## config.mk

```make
export PLATFORM = sky130hd
export DESIGN_NAME = regfile_read_port
export DESIGN_NICKNAME = d
export VERILOG_FILES = /design/src/rtl/rf_pkg.sv /design/src/rtl/rf_read_mux.sv /design/src/rtl/regfile_read_port.sv
export SDC_FILE = /design/constraint.sdc
export NUM_CORES = 1
export LEC_CHECK = 0
export CORE_AREA = 10 10 225 227
export DETAILED_ROUTE_END_ITERATION = 10
export DIE_AREA = 0 0 235 237
export GPL_TIMING_DRIVEN = 0
export PLACE_DENSITY_LB_ADDON = 0.08
export SLEW_MARGIN = 20
export SYNTH_ARGS = -nofsm -noshare
export SYNTH_HDL_FRONTEND = slang
export SYNTH_HIERARCHICAL = 1
export SYNTH_SLANG_ARGS = --single-unit
```

## constraint.sdc

```tcl
create_clock -name clk -period 5.85 [get_ports clk]
set_clock_uncertainty 0.05 [all_clocks]
set_input_delay 0.585 -clock clk [delete_from_list [all_inputs] [get_ports clk]]
set_output_delay 0.585 -clock clk [all_outputs]
set_load 0.03 [all_outputs]
```

## src/rtl/rf_pkg.sv

```systemverilog
// Shared definitions for the register-file read port: register count,
// index/data widths and the read-port FSM state type.
package rf_pkg;

  localparam int unsigned RF_NUM_REGS = 16;
  localparam int unsigned RF_IDX_W    = 4;
  localparam int unsigned RF_DATA_W   = 32;
  localparam logic [RF_IDX_W-1:0] RF_LAST_IDX = 4'd15;

  typedef enum logic {
    RD_IDLE,
    RD_DUMP
  } rd_state_t;

endpackage

```

## src/rtl/rf_read_mux.sv

```systemverilog
// Combinational 16:1 register selector with a bypass override. When bypass is
// high the override data is returned instead of the selected register.
module rf_read_mux
  import rf_pkg::*;
#(
  parameter int unsigned DATA_WIDTH = RF_DATA_W
) (
  input  logic [DATA_WIDTH-1:0] q [RF_NUM_REGS],
  input  logic [RF_IDX_W-1:0]   sel,
  input  logic                  bypass,
  input  logic [DATA_WIDTH-1:0] bypass_data,
  output logic [DATA_WIDTH-1:0] data
);

  // Select the indexed register unless the bypass override is active.
  always_comb begin
    data = q[sel];
    if (bypass) begin
      data = bypass_data;
    end
  end

endmodule

```

## src/rtl/regfile_read_port.sv

```systemverilog
// Read-side port of the 16x32 register file: single-cycle indexed reads and a
// sequenced R0..R15 dump, both returned on one registered valid/data/idx
// channel. Optional build macro RF_WRITE_BYPASS_EN returns the data being
// written when the sampled register is written on the same edge.
module regfile_read_port
  import rf_pkg::*;
#(
  parameter int unsigned DATA_WIDTH = RF_DATA_W
) (
  input  logic                  clk,
  input  logic                  clr,
  input  logic [DATA_WIDTH-1:0] Q0,
  input  logic [DATA_WIDTH-1:0] Q1,
  input  logic [DATA_WIDTH-1:0] Q2,
  input  logic [DATA_WIDTH-1:0] Q3,
  input  logic [DATA_WIDTH-1:0] Q4,
  input  logic [DATA_WIDTH-1:0] Q5,
  input  logic [DATA_WIDTH-1:0] Q6,
  input  logic [DATA_WIDTH-1:0] Q7,
  input  logic [DATA_WIDTH-1:0] Q8,
  input  logic [DATA_WIDTH-1:0] Q9,
  input  logic [DATA_WIDTH-1:0] Q10,
  input  logic [DATA_WIDTH-1:0] Q11,
  input  logic [DATA_WIDTH-1:0] Q12,
  input  logic [DATA_WIDTH-1:0] Q13,
  input  logic [DATA_WIDTH-1:0] Q14,
  input  logic [DATA_WIDTH-1:0] Q15,
  input  logic [15:0]           write,
  input  logic [DATA_WIDTH-1:0] D,
  input  logic                  rd_req,
  input  logic [3:0]            rd_sel,
  output logic                  rd_ready,
  output logic                  rd_valid,
  output logic [DATA_WIDTH-1:0] rd_data,
  output logic [3:0]            rd_idx,
  input  logic                  dump_start,
  output logic                  dump_busy,
  output logic                  dump_done
);

  rd_state_t             state, state_next;
  logic [RF_IDX_W-1:0]   cnt, cnt_next;
  logic                  capture;
  logic                  done_next;
  logic [RF_IDX_W-1:0]   mux_sel;
  logic                  bypass;
  logic [DATA_WIDTH-1:0] mux_data;
  logic [DATA_WIDTH-1:0] q_all [RF_NUM_REGS];

  // Gather the discrete register ports into an indexable array.
  always_comb begin
    q_all[0]  = Q0;
    q_all[1]  = Q1;
    q_all[2]  = Q2;
    q_all[3]  = Q3;
    q_all[4]  = Q4;
    q_all[5]  = Q5;
    q_all[6]  = Q6;
    q_all[7]  = Q7;
    q_all[8]  = Q8;
    q_all[9]  = Q9;
    q_all[10] = Q10;
    q_all[11] = Q11;
    q_all[12] = Q12;
    q_all[13] = Q13;
    q_all[14] = Q14;
    q_all[15] = Q15;
  end

  assign rd_ready  = (state == RD_IDLE) & ~dump_start;
  assign dump_busy = (state == RD_DUMP);
  assign mux_sel   = (state == RD_DUMP) ? cnt : rd_sel;

`ifdef RF_WRITE_BYPASS_EN
  assign bypass = write[mux_sel];
`else
  logic unused_bypass_inputs;
  assign bypass               = 1'b0;
  assign unused_bypass_inputs = ^{write, D};
`endif

  rf_read_mux #(
    .DATA_WIDTH(DATA_WIDTH)
  ) u_mux (
    .q          (q_all),
    .sel        (mux_sel),
    .bypass     (bypass),
    .bypass_data(D),
    .data       (mux_data)
  );

  // Next-state, dump counter and capture decisions.
  always_comb begin
    state_next = state;
    cnt_next   = cnt;
    capture    = 1'b0;
    done_next  = 1'b0;
    unique case (state)
      RD_IDLE: begin
        if (dump_start) begin
          state_next = RD_DUMP;
          cnt_next   = '0;
        end else if (rd_req) begin
          capture = 1'b1;
        end
      end
      RD_DUMP: begin
        capture = 1'b1;
        if (cnt == RF_LAST_IDX) begin
          state_next = RD_IDLE;
          done_next  = 1'b1;
        end else begin
          cnt_next = cnt + 4'd1;
        end
      end
      default: state_next = RD_IDLE;
    endcase
  end

  // FSM state and dump counter registers.
  always_ff @(posedge clk or posedge clr) begin
    if (clr) begin
      state <= RD_IDLE;
      cnt   <= '0;
    end else begin
      state <= state_next;
      cnt   <= cnt_next;
    end
  end

  // Output channel registers; data and index hold while no item is returned.
  always_ff @(posedge clk or posedge clr) begin
    if (clr) begin
      rd_valid  <= 1'b0;
      rd_data   <= '0;
      rd_idx    <= '0;
      dump_done <= 1'b0;
    end else begin
      rd_valid  <= capture;
      dump_done <= done_next;
      if (capture) begin
        rd_data <= mux_data;
        rd_idx  <= mux_sel;
      end
    end
  end

endmodule

```

==> summary.md <==
| Metric | Value |
|---|---|
| DRT iter0 DRCs | 283 |
| Initial antenna violation count | 9 |
| Startpoint types | input pin |
| TritonCTS Sinks | 43 |
| Port bufs | 591 |
| DRC viols | 0 |
| Slowest CP cell | clkbuf_1 |
| Setup violators final | 0 |
| PD cells | 456.0 nW/um^2 |
| Storage cell area | 1076 sq um |
| Switching power | 2.788 mW |
| Hold Vio Cnt, Final | 0 |
| Die Wd | 235 microns |
| Final Max Tran Viols | 0 |
| Family with the most delay on the worst path | buffers and inverters |
| Pwr Total | 5.963 mW |
| HP Start | rd_data[17]$_DFFE_PP0P_ |
| Final period util | 0.5835 |
| CP cell instances | clkdlybuf4s50_1, inv_1, o21ai_0, or2_2, clkbuf_1, clkbuf_1, o22ai_1, a221oi_2, mux2_2 |
| Setup total negative slack | 0 ns |
| Status | complete, no violations |
| Ys Warns | 6 |
| Maximum number of pins on one net before global-route repair | 44 |
| CTS resizes | 0 |
| Area Growth Syn to Fin | 110.5% |
| CTS clk-pin slew, worst paths | 0.07 ns |
| Maximum Capacitance Violations | 0 |
| TritonCTS clock tree | built |
| Clock Tree Root | clkbuf_16 |
| # hold bufs at CTS | 0 |
| Critical path's most frequent cell | clkbuf_1 |
| Congestion Overflow GR | 0 |
| Global-route wire length before repair | 66.76 mm |
| Core area | 46,160 sq um |
| Worst r2r src | dump_busy$_DFF_PP0_ |
| Flop pwr share | 0.090 |
| Worst setup path category | input pin to register |
| All-Layer GR Usage | 0.1673 |
| Fmax | 292.9 MHz |
| GP Congestion | 0.8091 |
| Chip height | 237 microns |
| Finished Cell Area | 13,080 sq um |
| Die area | 55,700 sq um |
| Post-synthesis cell count | 422 |
| FP Rows | 79 |
| Vias in the first global route | 8,003 |
| Most common cell after layout, fill and taps aside | clkdlybuf4s50_1 |
| Int Pwr | 3.175 mW |
| Peak supply drop | 0.1707 mV |
| Placement Cell Area | 12,890 sq um |
| Drt via density | 4.164 |
| WP buf/inv | 4 |
| CP Launch Point | rd_sel[3] |
| RSZ-0062 raised after global routing | no |
| Relative slew slack | 0.3345 |
| Area of the multi-input gates | 4678 sq um |
| Fillers | 4,830 |
| Initial core utilization | 0.1346 |
| Nets | 1,590 |
| Switch share | 0.4675 |
| Hold WC Path Type | register to register |
| I/O Pins | 608 |
| Postcts setup bufs | 0 |
| Worst-Skew Late Latency | 0.30 ns |
| Drt first pass iters | 4 |
| DPL Wire Length | 41.66 mm |
| DRT antenna net count | 0 |
| Most frequent cells in the layout | clkdlybuf4s50_1, mux4_2, dfrtp_1 |
| Clock power frac | 0.058 |
| Largest stage delay, worst path | 0.75 ns |
| Htree depth | 2 |
| Required @ worst endpoint | 6.05 ns |
| WL/cell | 29.58 microns |
| Pleak | 4.620 nW |
| Logic pwr share | 0.852 |
| Cell Area, Synth | 6211 sq um |
| Layout cells sized above 1 | 0.2485 |
| CP Data Arrival Time | 3.61 ns |
| CTS buffer count | 5 |
| Worst Path Max Fanout | 10 |
| Via Count | 6,808 |
| Syn avg cell area | 14.72 sq um |
| Fin crit period | 3.414 ns |
| Routed Wire Length | 48.37 mm |
| Worst-case clock buffer depth | 2 |
| Seq/Total Area, Yosys | 0.1732 |
| CP Capture Type | register |
| Number of synthesized register bits | 43 |
| Netlist cell types | 35 |
| Worst slew pin tran | 0.9982 ns |
[cells in the mapped netlist (all sizes together)]
cell / n / area share
a21o: 1 / 0.0012
a21oi: 2 / 0.0034
a221oi: 32 / 0.077
a31oi: 1 / 0.0010
buf: 38 / 0.060
clkbuf: 15 / 0.0097
conb: 1 / 0.00060
dfrtp: 43 / 0.17
ha: 1 / 0.0020
inv: 8 / 0.0048
mux2: 39 / 0.071
mux2i: 32 / 0.052
mux4: 128 / 0.47
nand2: 1 / 0.00060
nand2b: 1 / 0.0010
nand3: 4 / 0.0032
nand4: 1 / 0.0010
nor2: 33 / 0.020
nor2b: 2 / 0.0020
nor3: 2 / 0.0016
o21ai: 3 / 0.0024
o221a: 1 / 0.0018
o22ai: 32 / 0.042
or2: 1 / 0.0010
[metrics by stage]
stage	setup slack [ns]	hold WS, ns	util	cells
2_1_floorplan	3.284	0.4961	-	423
3_3_place_gp	2.023	0.4252	0.2792	1621
3_5_place_dp	1.992	0.4419	0.2793	1621
4_1_cts	2.309	0.4582	0.2830	1629
5_1_grt	2.114	0.4633	0.2833	1635
6_report	2.436	0.4543	0.2833	1635
[layout make-up]
cell class / instances / share of cell area
Timing Repair Buffer: 591 / 0.4524
Multi-Input combinational cell: 319 / 0.3578
Sequential cell: 43 / 0.08229
Tap cell: 607 / 0.05808
Buffer: 53 / 0.03292
Clock buffer: 5 / 0.009568
Clock inverter: 3 / 0.003349
Inverter: 8 / 0.002488
Antenna cell: 6 / 0.001148
[power by group through the flow]
stage	logic, mW	clock network [mW]	registers (mW)
2_1_floorplan	3.08	0	0.800
3_3_place_gp	5.23	0	0.537
3_5_place_dp	5.23	0	0.541
4_1_cts	5.24	0.370	0.540
5_1_grt	5.45	0.373	0.561
6_report	5.08	0.347	0.537
[metal layers]
metal	up-vias	track usage	routed length [microns]
li1	3057	-	-
met1	3458	0.1876	19030
met2	272	0.3117	25820
met3	17	0.05280	3244
met4	4	0.01701	252
met5	-	0	21
[cells by family (layout without fill, tap and decap cells)]
group,after synthesis,after routing,synth area share
buffers and inverters,61,660,0.07414
muxes,199,199,0.5900
DFF,43,43,0.1732
AOI/OAI and AO/OA,72,72,0.1295
other,1,8,0.0006038
and+or+nand+nor,45,45,0.03042
adders and majority gates,1,1,0.002014
[flip-flops by register name (all words and copies together), names as in the netlist]
register	flops
rd_data	32
cnt	4
rd_idx	4
dump_busy	1
dump_done	1
rd_valid	1
[path summary, 6_finish.rpt]
| kind | slack, ns | cells after the start | to |
|---|---|---|---|
| worst min-delay path | 0.45 | 1 | rd_data[17]$_DFFE_PP0P_ |
| min in group asynchronous | 0.67 | 2 | dump_done$_DFF_PP0_ |
| worst max register to register | 2.54 | 9 | rd_data[10]$_DFFE_PP0P_ |
| max in group asynchronous | 4.63 | 2 | rd_data[14]$_DFFE_PP0P_ |
| worst max-delay path | 2.44 | 9 | rd_data[10]$_DFFE_PP0P_ |
| worst min register to register | 0.45 | 1 | rd_data[17]$_DFFE_PP0P_ |
(Power assumes the default switching activity.)
